[config.mk]
export PLATFORM = sky130hd
export DESIGN_NAME = vram_port_arbiter
export DESIGN_NICKNAME = d
export VERILOG_FILES = /design/src/rtl/vram_pkg.sv /design/src/rtl/vram_wr_fifo.sv /design/src/rtl/vram_port_arbiter.sv
export SDC_FILE = /design/constraint.sdc
export NUM_CORES = 1
export LEC_CHECK = 0
export ABC_AREA = 1
export BUFFER_PORTS_ARGS = -buffer_cell sky130_fd_sc_hd__buf_2
export CAP_MARGIN = 15
export CORE_ASPECT_RATIO = 0.6
export CORE_MARGIN = 3
export CORE_UTILIZATION = 35
export CTS_CLUSTER_SIZE = 28
export DETAILED_ROUTE_END_ITERATION = 8
export SLEW_MARGIN = 5
export SYNTH_ARGS = -nofsm -noshare
export SYNTH_HDL_FRONTEND = slang
export SYNTH_HIERARCHICAL = 1
export SYNTH_SLANG_ARGS = --single-unit
export TNS_END_PERCENT = 5
[constraint.sdc]
create_clock -name clk -period 8.9 [get_ports clk]
set_clock_uncertainty 0.1 [all_clocks]
set_input_delay 0.445 -clock clk [delete_from_list [all_inputs] [get_ports clk]]
set_output_delay 0.445 -clock clk [all_outputs]
set_load 0.05 [all_outputs]
[src/rtl/vram_pkg.sv]
// Shared definitions for the framebuffer port arbiter: default window base,
// grant-state encoding and write-FIFO entry sizing.
package vram_pkg;

    localparam logic [31:0] ADDR_BASE_DEF = 32'h0000_8000;
    localparam int          VRAM_AW_DEF   = 15;

    typedef enum logic [1:0] {
        G_IDLE     = 2'd0,
        G_SCAN     = 2'd1,
        G_WRITE    = 2'd2,
        G_FORCE_WR = 2'd3
    } grant_e;

    // A queued store is {word address, data}
    function automatic int entry_width(input int aw);
        return aw + 32;
    endfunction

endpackage

[src/rtl/vram_wr_fifo.sv]
// Synchronous write FIFO holding core stores until the RAM port is free.
// A push into a full FIFO is accepted when a pop happens in the same cycle.
module vram_wr_fifo #(
    parameter int W     = 47,
    parameter int DEPTH = 4,
    parameter int PW    = $clog2(DEPTH),
    parameter int CW    = $clog2(DEPTH) + 1
) (
    input  logic          clk,
    input  logic          rst,
    input  logic          push,
    input  logic [W-1:0]  push_data,
    input  logic          pop,
    output logic [W-1:0]  head_data,
    output logic          full,
    output logic          empty,
    output logic [CW-1:0] count
);

    logic [W-1:0]  mem_r [DEPTH];
    logic [PW-1:0] wr_ptr_r;
    logic [PW-1:0] rd_ptr_r;
    logic [CW-1:0] count_r;
    logic          do_push_s;
    logic          do_pop_s;

    // Qualify push/pop against occupancy
    always_comb begin
        do_pop_s  = pop && (count_r != '0);
        do_push_s = push && ((count_r != CW'(DEPTH)) || do_pop_s);
    end

    // Pointers and occupancy
    always_ff @(posedge clk) begin
        if (rst) begin
            wr_ptr_r <= '0;
            rd_ptr_r <= '0;
            count_r  <= '0;
        end else begin
            if (do_push_s) begin
                wr_ptr_r <= wr_ptr_r + PW'(1);
            end
            if (do_pop_s) begin
                rd_ptr_r <= rd_ptr_r + PW'(1);
            end
            count_r <= count_r + CW'(do_push_s) - CW'(do_pop_s);
        end
    end

    // Entry storage; contents are don't-care while unoccupied
    always_ff @(posedge clk) begin
        if (do_push_s) begin
            mem_r[wr_ptr_r] <= push_data;
        end
    end

    assign head_data = mem_r[rd_ptr_r];
    assign full      = (count_r == CW'(DEPTH));
    assign empty     = (count_r == '0);
    assign count     = count_r;

endmodule

[src/rtl/vram_port_arbiter.sv]
// Shares the single-port framebuffer RAM between buffered core stores and the
// scanout reader; scanout wins unless queued writes have waited too long.
module vram_port_arbiter
    import vram_pkg::*;
#(
    parameter logic [31:0] ADDR_BASE  = ADDR_BASE_DEF,
    parameter int          VRAM_AW    = VRAM_AW_DEF,
    parameter int          FIFO_DEPTH = 4,
    parameter int          STARVE_LIM = 8
) (
    input  logic               clk,
    input  logic               rst,
    input  logic               video_we,
    input  logic [31:0]        video_addr,
    input  logic [31:0]        video_data,
    output logic               core_busy,
    input  logic               scan_req,
    input  logic [VRAM_AW-1:0] scan_addr,
    output logic               scan_gnt,
    output logic               scan_valid,
    output logic [31:0]        scan_data,
    output logic               vram_en,
    output logic               vram_we,
    output logic [VRAM_AW-1:0] vram_addr,
    output logic [31:0]        vram_wdata,
    input  logic [31:0]        vram_rdata,
    output logic               err_range,
    output logic               err_ovf
);

    localparam int          EW      = entry_width(VRAM_AW);
    localparam int          CW      = $clog2(FIFO_DEPTH) + 1;
    localparam int          SW      = $clog2(STARVE_LIM + 1);
    localparam logic [32:0] WIN_END = {1'b0, ADDR_BASE} + (33'd4 << VRAM_AW);

    logic               in_range_s;
    logic [VRAM_AW-1:0] word_s;
    logic               push_s;
    logic               pop_s;
    logic               ovf_s;
    logic               fifo_full_s;
    logic               fifo_empty_s;
    logic [CW-1:0]      fifo_count_s;
    logic [CW-1:0]      count_nxt_s;
    logic [EW-1:0]      head_s;
    logic               starve_hit_s;
    grant_e             grant_s;
    grant_e             grant_r;
    logic [SW-1:0]      starve_cnt_r;
    logic               core_busy_r;
    logic               err_range_r;
    logic               err_ovf_r;
    logic [31:0]        scan_data_r;

    // Window decode; the 33-bit bound keeps windows near the top of the map exact
    always_comb begin
        in_range_s  = (video_addr >= ADDR_BASE) && ({1'b0, video_addr} < WIN_END);
        word_s      = VRAM_AW'((video_addr - ADDR_BASE) >> 2);
        push_s      = video_we && in_range_s && (!fifo_full_s || pop_s);
        ovf_s       = video_we && in_range_s && fifo_full_s && !pop_s;
        count_nxt_s = fifo_count_s + CW'(push_s) - CW'(pop_s);
    end

    vram_wr_fifo #(
        .W     (EW),
        .DEPTH (FIFO_DEPTH)
    ) u_wr_fifo (
        .clk       (clk),
        .rst       (rst),
        .push      (push_s),
        .push_data ({word_s, video_data}),
        .pop       (pop_s),
        .head_data (head_s),
        .full      (fifo_full_s),
        .empty     (fifo_empty_s),
        .count     (fifo_count_s)
    );

    // Per-cycle grant; nothing touches the RAM while reset is asserted
    always_comb begin
        starve_hit_s = !fifo_empty_s && (starve_cnt_r == SW'(STARVE_LIM));
        if (rst) begin
            grant_s = G_IDLE;
        end else if (scan_req && !starve_hit_s) begin
            grant_s = G_SCAN;
        end else if (!fifo_empty_s) begin
            grant_s = starve_hit_s ? G_FORCE_WR : G_WRITE;
        end else begin
            grant_s = G_IDLE;
        end
    end

    // RAM port drive follows the grant
    always_comb begin
        scan_gnt   = (grant_s == G_SCAN);
        pop_s      = (grant_s == G_WRITE) || (grant_s == G_FORCE_WR);
        vram_en    = (grant_s != G_IDLE);
        vram_we    = pop_s;
        vram_addr  = scan_gnt ? scan_addr : head_s[EW-1:32];
        vram_wdata = pop_s ? head_s[31:0] : 32'd0;
    end

    // Grant history, starvation guard, stall and sticky error flags
    always_ff @(posedge clk) begin
        if (rst) begin
            grant_r      <= G_IDLE;
            starve_cnt_r <= '0;
            core_busy_r  <= 1'b0;
            err_range_r  <= 1'b0;
            err_ovf_r    <= 1'b0;
            scan_data_r  <= 32'd0;
        end else begin
            grant_r <= grant_s;
            if ((grant_s == G_SCAN) && !fifo_empty_s) begin
                if (starve_cnt_r != SW'(STARVE_LIM)) begin
                    starve_cnt_r <= starve_cnt_r + SW'(1);
                end
            end else begin
                starve_cnt_r <= '0;
            end
            core_busy_r <= (count_nxt_s >= CW'(FIFO_DEPTH - 1));
            if (video_we && !in_range_s) begin
                err_range_r <= 1'b1;
            end
            if (ovf_s) begin
                err_ovf_r <= 1'b1;
            end
            if (grant_r == G_SCAN) begin
                scan_data_r <= vram_rdata;
            end
        end
    end

    // Read data is presented straight from the RAM in the return cycle, then held
    assign scan_valid = (grant_r == G_SCAN);
    assign scan_data  = scan_valid ? vram_rdata : scan_data_r;
    assign core_busy  = core_busy_r;
    assign err_range  = err_range_r;
    assign err_ovf    = err_ovf_r;

endmodule

==> summary.txt <==
Yosys
  • Cell Area, Synth: 10400 um^2
  • Area share of and/or/nand/nor cells after synthesis: 15.5%
  • Mux cell area share after synthesis: 0%
  • Top cells by area, synth: edfxtp_1 (54%), dfxtp_1 (9.6%), o21ai_0 (5.7%)
  • Synth Net Count: 1022
  • Syn. warnings: 6
  • Synth area leader: edfxtp_1
  • Cell variety after synth: 37
  • Synth Area in Adders: 1.46%
  • Avg Inst Size Synth: 11.6 um^2
  • Top cell type's share of synthesized area: 54.1%
  • Mapped Cells: 896
  • Sequential element share of the synthesized area: 63.7%
  • Seq cells post-synth: 238
  • Fraction of the mapped netlist area in compound gates: 12.2%
  • Largest family of logic cells by synthesized area: simple AND/OR/NAND/NOR gates
  • XOR/XNOR share of the synthesized area: 0.336%

Pwr
  • Peak VDD IR: 155 uV
  • Final Power: 2.38 mW
  • Total power divided by cell area: 191 nW/um^2
  • LEAKAGE: 5.03 nW

Drt
  • Post-Route WL: 23700 um
  • Final ANT Viol Nets: 0
  • Via-to-Cell Ratio: 4.54
  • Via count: 6823
  • Drt drc: 0
  • TritonRoute pass-1 iters: 4
  • Mean routed wirelength per cell: 15.7 um
  • Initial DRC Count: 289

Placement
  • Port bufs: 198
  • DP Worst Slack: 4770 ps
  • DP HPWL: 14500 um
  • Routability Congestion: 0.745

Setup path
  • WP depth: 11
  • CP most frequent cell: nand2_1
  • Crit-path max FO: 26
  • WP buf/inv: 3
  • CP top delay family: simple AND/OR/NAND/NOR gates
  • CP max-delay cell: nor2_4
  • CP startpoint: u_wr_fifo/count[1]
  • CP startpoint kind: flop
  • CP cell instances: nor2_1 -> nand2_1 -> inv_1 -> inv_2 -> nand2_4 -> nand2_8 -> a21boi_1 -> nor3_1 -> nand2_1 -> nor2_4 -> buf_4
  • RR Endpoint: u_wr_fifo/mem_r[0][2]
  • Critical Path Sink Type: flop
  • Crit Path Category: reg -> reg
  • Critical Path RT: 8960 ps
  • R2R depth: 11
  • Launching point of the worst reg2reg path: u_wr_fifo/count[1]
  • Critical Path Max Stage Delay: 680 ps
  • Worst path arrival time: 4120 ps
  • Worst reg-to-reg setup slack: 4840 ps
  • Critical Path Sink: u_wr_fifo/mem_r[0][2]

Clock tree
  • Post-CTS Setup Repair Bufs: 0
  • CTS tree: built
  • Clk_lat worst skew: 530 ps
  • Clock transition at path regs: 60 ps
  • CTS H-Tree Depth: 1
  • Num CTS Buffers: 24
  • Max Root-Sink Buffers: 3
  • Root Buffer: clkbuf_16
  • Sink Count: 238

Global route
  • Gr usage total: 14.7%
  • GR Layer Usage met2: 23.1%
  • Total grt overflow: 0
  • GRT busiest layer: met2
  • Vias in the first global route: 6664
  • Pin count of the biggest net entering global routing: 64
  • Met1 usage: 20.7%
  • First-pass GRT wire length: 37400 um
  • Initial antenna violation count: 6
  • Met3 usage: 3.64%

Floorplanning
  • Core area: 29000 um^2
  • Num ports: 201
  • Initial Util: 35.9%
  • DIE HEIGHT: 140 um
  • Die X: 229 um
  • Die ar.: 32000 um^2
  • Site Rows: 48

Timing
  • Final min period: 4060 ps
  • Slew Limit Fails: 0
  • Final WS setup: 4840 ps
  • Final setup fails: 0
  • RSZ-0062 raised after global routing: false
  • Measured slew at the worst slew-check pin: 967 ps
  • Max_slew headroom: 35.5%
  • Hold WS: 31.1 ps
  • Crit share post-route: 45.6%
  • Final Hold Fails: 0
  • Setup_tns: 0 ps
  • F_max: 246 MHz

Flow run
  • Max_cap viols: 0

Hold path
  • Hold wc startpoint: video_addr[7]
  • Hold Path Class: in -> reg

Final layout
  • Post-Route Utilization: 43.0%
  • Area delta synth->final: 19.7%
  • Layout cells sized above 1: 34.0%
  • Final nets: 1209
  • Filler cells: 2779

Status
  • Status: finished clean
## worst register-to-register path: cells and delay by family, from the launching register on
family / cells / cell delay [ps]
and+or+nand+nor: 7 / 2270
buffers and inverters: 3 / 740
DFF: 1 / 460
AOI/OAI and AO/OA: 1 / 110
## cell usage after synthesis
cell type	number
fa_1	2
nor2_1	128
o21ai_1	21
nor2_4	43
o21bai_1	1
buf_6	7
edfxtp_1	188
o22ai_1	20
nand2_1	57
a21oi_1	12
nand2_2	2
nor3_1	1
dfxtp_1	50
xnor2_1	3
nand3_1	8
buf_12	5
a21boi_1	1
or2_1	1
clkbuf_2	1
o22ai_2	27
o21ai_2	3
nor2_8	1
nor2_2	15
inv_2	2
xor2_1	1
buf_1	2
o21ai_0	118
nand2_8	2
inv_4	1
a21o_1	1
clkbuf_1	19
inv_1	97
buf_2	11
buf_4	2
or2_2	33
nand2_4	1
ha_1	9
## registers in the layout (all words and copies together), names as in the netlist, named ones only
signal / flops
core_busy: 1
err_ovf: 1
err_range: 1
grant_r: 2
scan_data_r: 32
starve_cnt_r: 4
u_wr_fifo/count: 3
u_wr_fifo/mem_r: 188
u_wr_fifo/rd_ptr_r: 2
u_wr_fifo/wr_ptr_r: 2
## cells in the final DEF (no fill, tap or decap), types with 2 or more instances in the layout
| cell type | n |
|---|---|
| a21oi_1 | 12 |
| buf_2 | 198 |
| buf_4 | 8 |
| bufinv_16 | 3 |
| clkbuf_1 | 7 |
| clkbuf_16 | 24 |
| clkinv_1 | 5 |
| clkinvlp_4 | 3 |
| dfxtp_1 | 48 |
| diode_2 | 2 |
| dlygate4sd3_1 | 2 |
| edfxtp_1 | 188 |
| fa_1 | 2 |
| ha_1 | 9 |
| inv_1 | 97 |
| inv_2 | 2 |
| nand2_1 | 57 |
| nand2_2 | 2 |
| nand2_8 | 2 |
| nand3_1 | 8 |
| nor2_1 | 124 |
| nor2_2 | 15 |
| nor2_4 | 47 |
| o21ai_0 | 118 |
| o21ai_1 | 21 |
| o21ai_2 | 3 |
| o22ai_1 | 20 |
| o22ai_2 | 27 |
| or2_2 | 33 |
| xnor2_1 | 3 |
## timing repair
action	4_1_cts	5_1_grt
hold buffers	2	0
gates resized for setup	0	0
hold endpoints to repair	4	0
endpoints found under the setup margin	0	0
## power by group
group | switching (mW) | internal (mW)
Clock | 0.416 | 0.586
Sequential | 0.00194 | 1.21
Combinational | 0.120 | 0.0490
## how the worst min path moves through the flow
| stage | end | depth (start not counted) |
|---|---|---|
| 3_5_place_dp | err_ovf | 2 |
| 2_1_floorplan | flop | 2 |
| 5_1_grt | u_wr_fifo/mem_r[3][23] | 1 |
| 3_3_place_gp | err_ovf | 2 |
| 4_1_cts | u_wr_fifo/mem_r[0][37] | 1 |
| 6_report | u_wr_fifo/mem_r[0][37] | 1 |
## per-stage QoR
stage / cell area, um^2 / instances
4_1_cts: 12500 / 1501
3_5_place_dp: 11700 / 1455
2_1_floorplan: 10400 / 896
3_3_place_gp: 11700 / 1455
5_1_grt: 12500 / 1502
6_report: 12500 / 1503
## logic make-up (layout without fill, tap and decap cells)
group	count (synthesis)	count (layout)
AND/OR/NAND/NOR	292	292
flip-flops	238	238
AO/OA/AOI/OAI	204	204
buffers and inverters	147	352
adder cells (fa/ha/maj)	11	11
XOR/XNOR	4	4
other	0	2
## layer usage
| layer | part of all wire (%) | up-vias |
|---|---|---|
| met3 | 5.1 | 39 |
| li1 | - | 3410 |
| met2 | 44 | 139 |
| met1 | 49 | 3225 |
| met4 | 1.8 | 10 |
| met5 | 0.29 | - |
## final cells by class
cell class                      instances  area (um^2)  share of cell area (%)
Timing Repair Buffer                  208         1070                    8.58
Antenna cell                            2         5.00                  0.0401
Clock inverter                         13          153                    1.22
Tap cell                              400          500                    4.01
Multi-Input combinational cell        511         3100                    24.8
Sequential cell                       238         6650                    53.3
Inverter                              100          378                    3.03
Clock buffer                           31          627                    5.02
No activity file was read; power rests on OpenSTA's default activity.
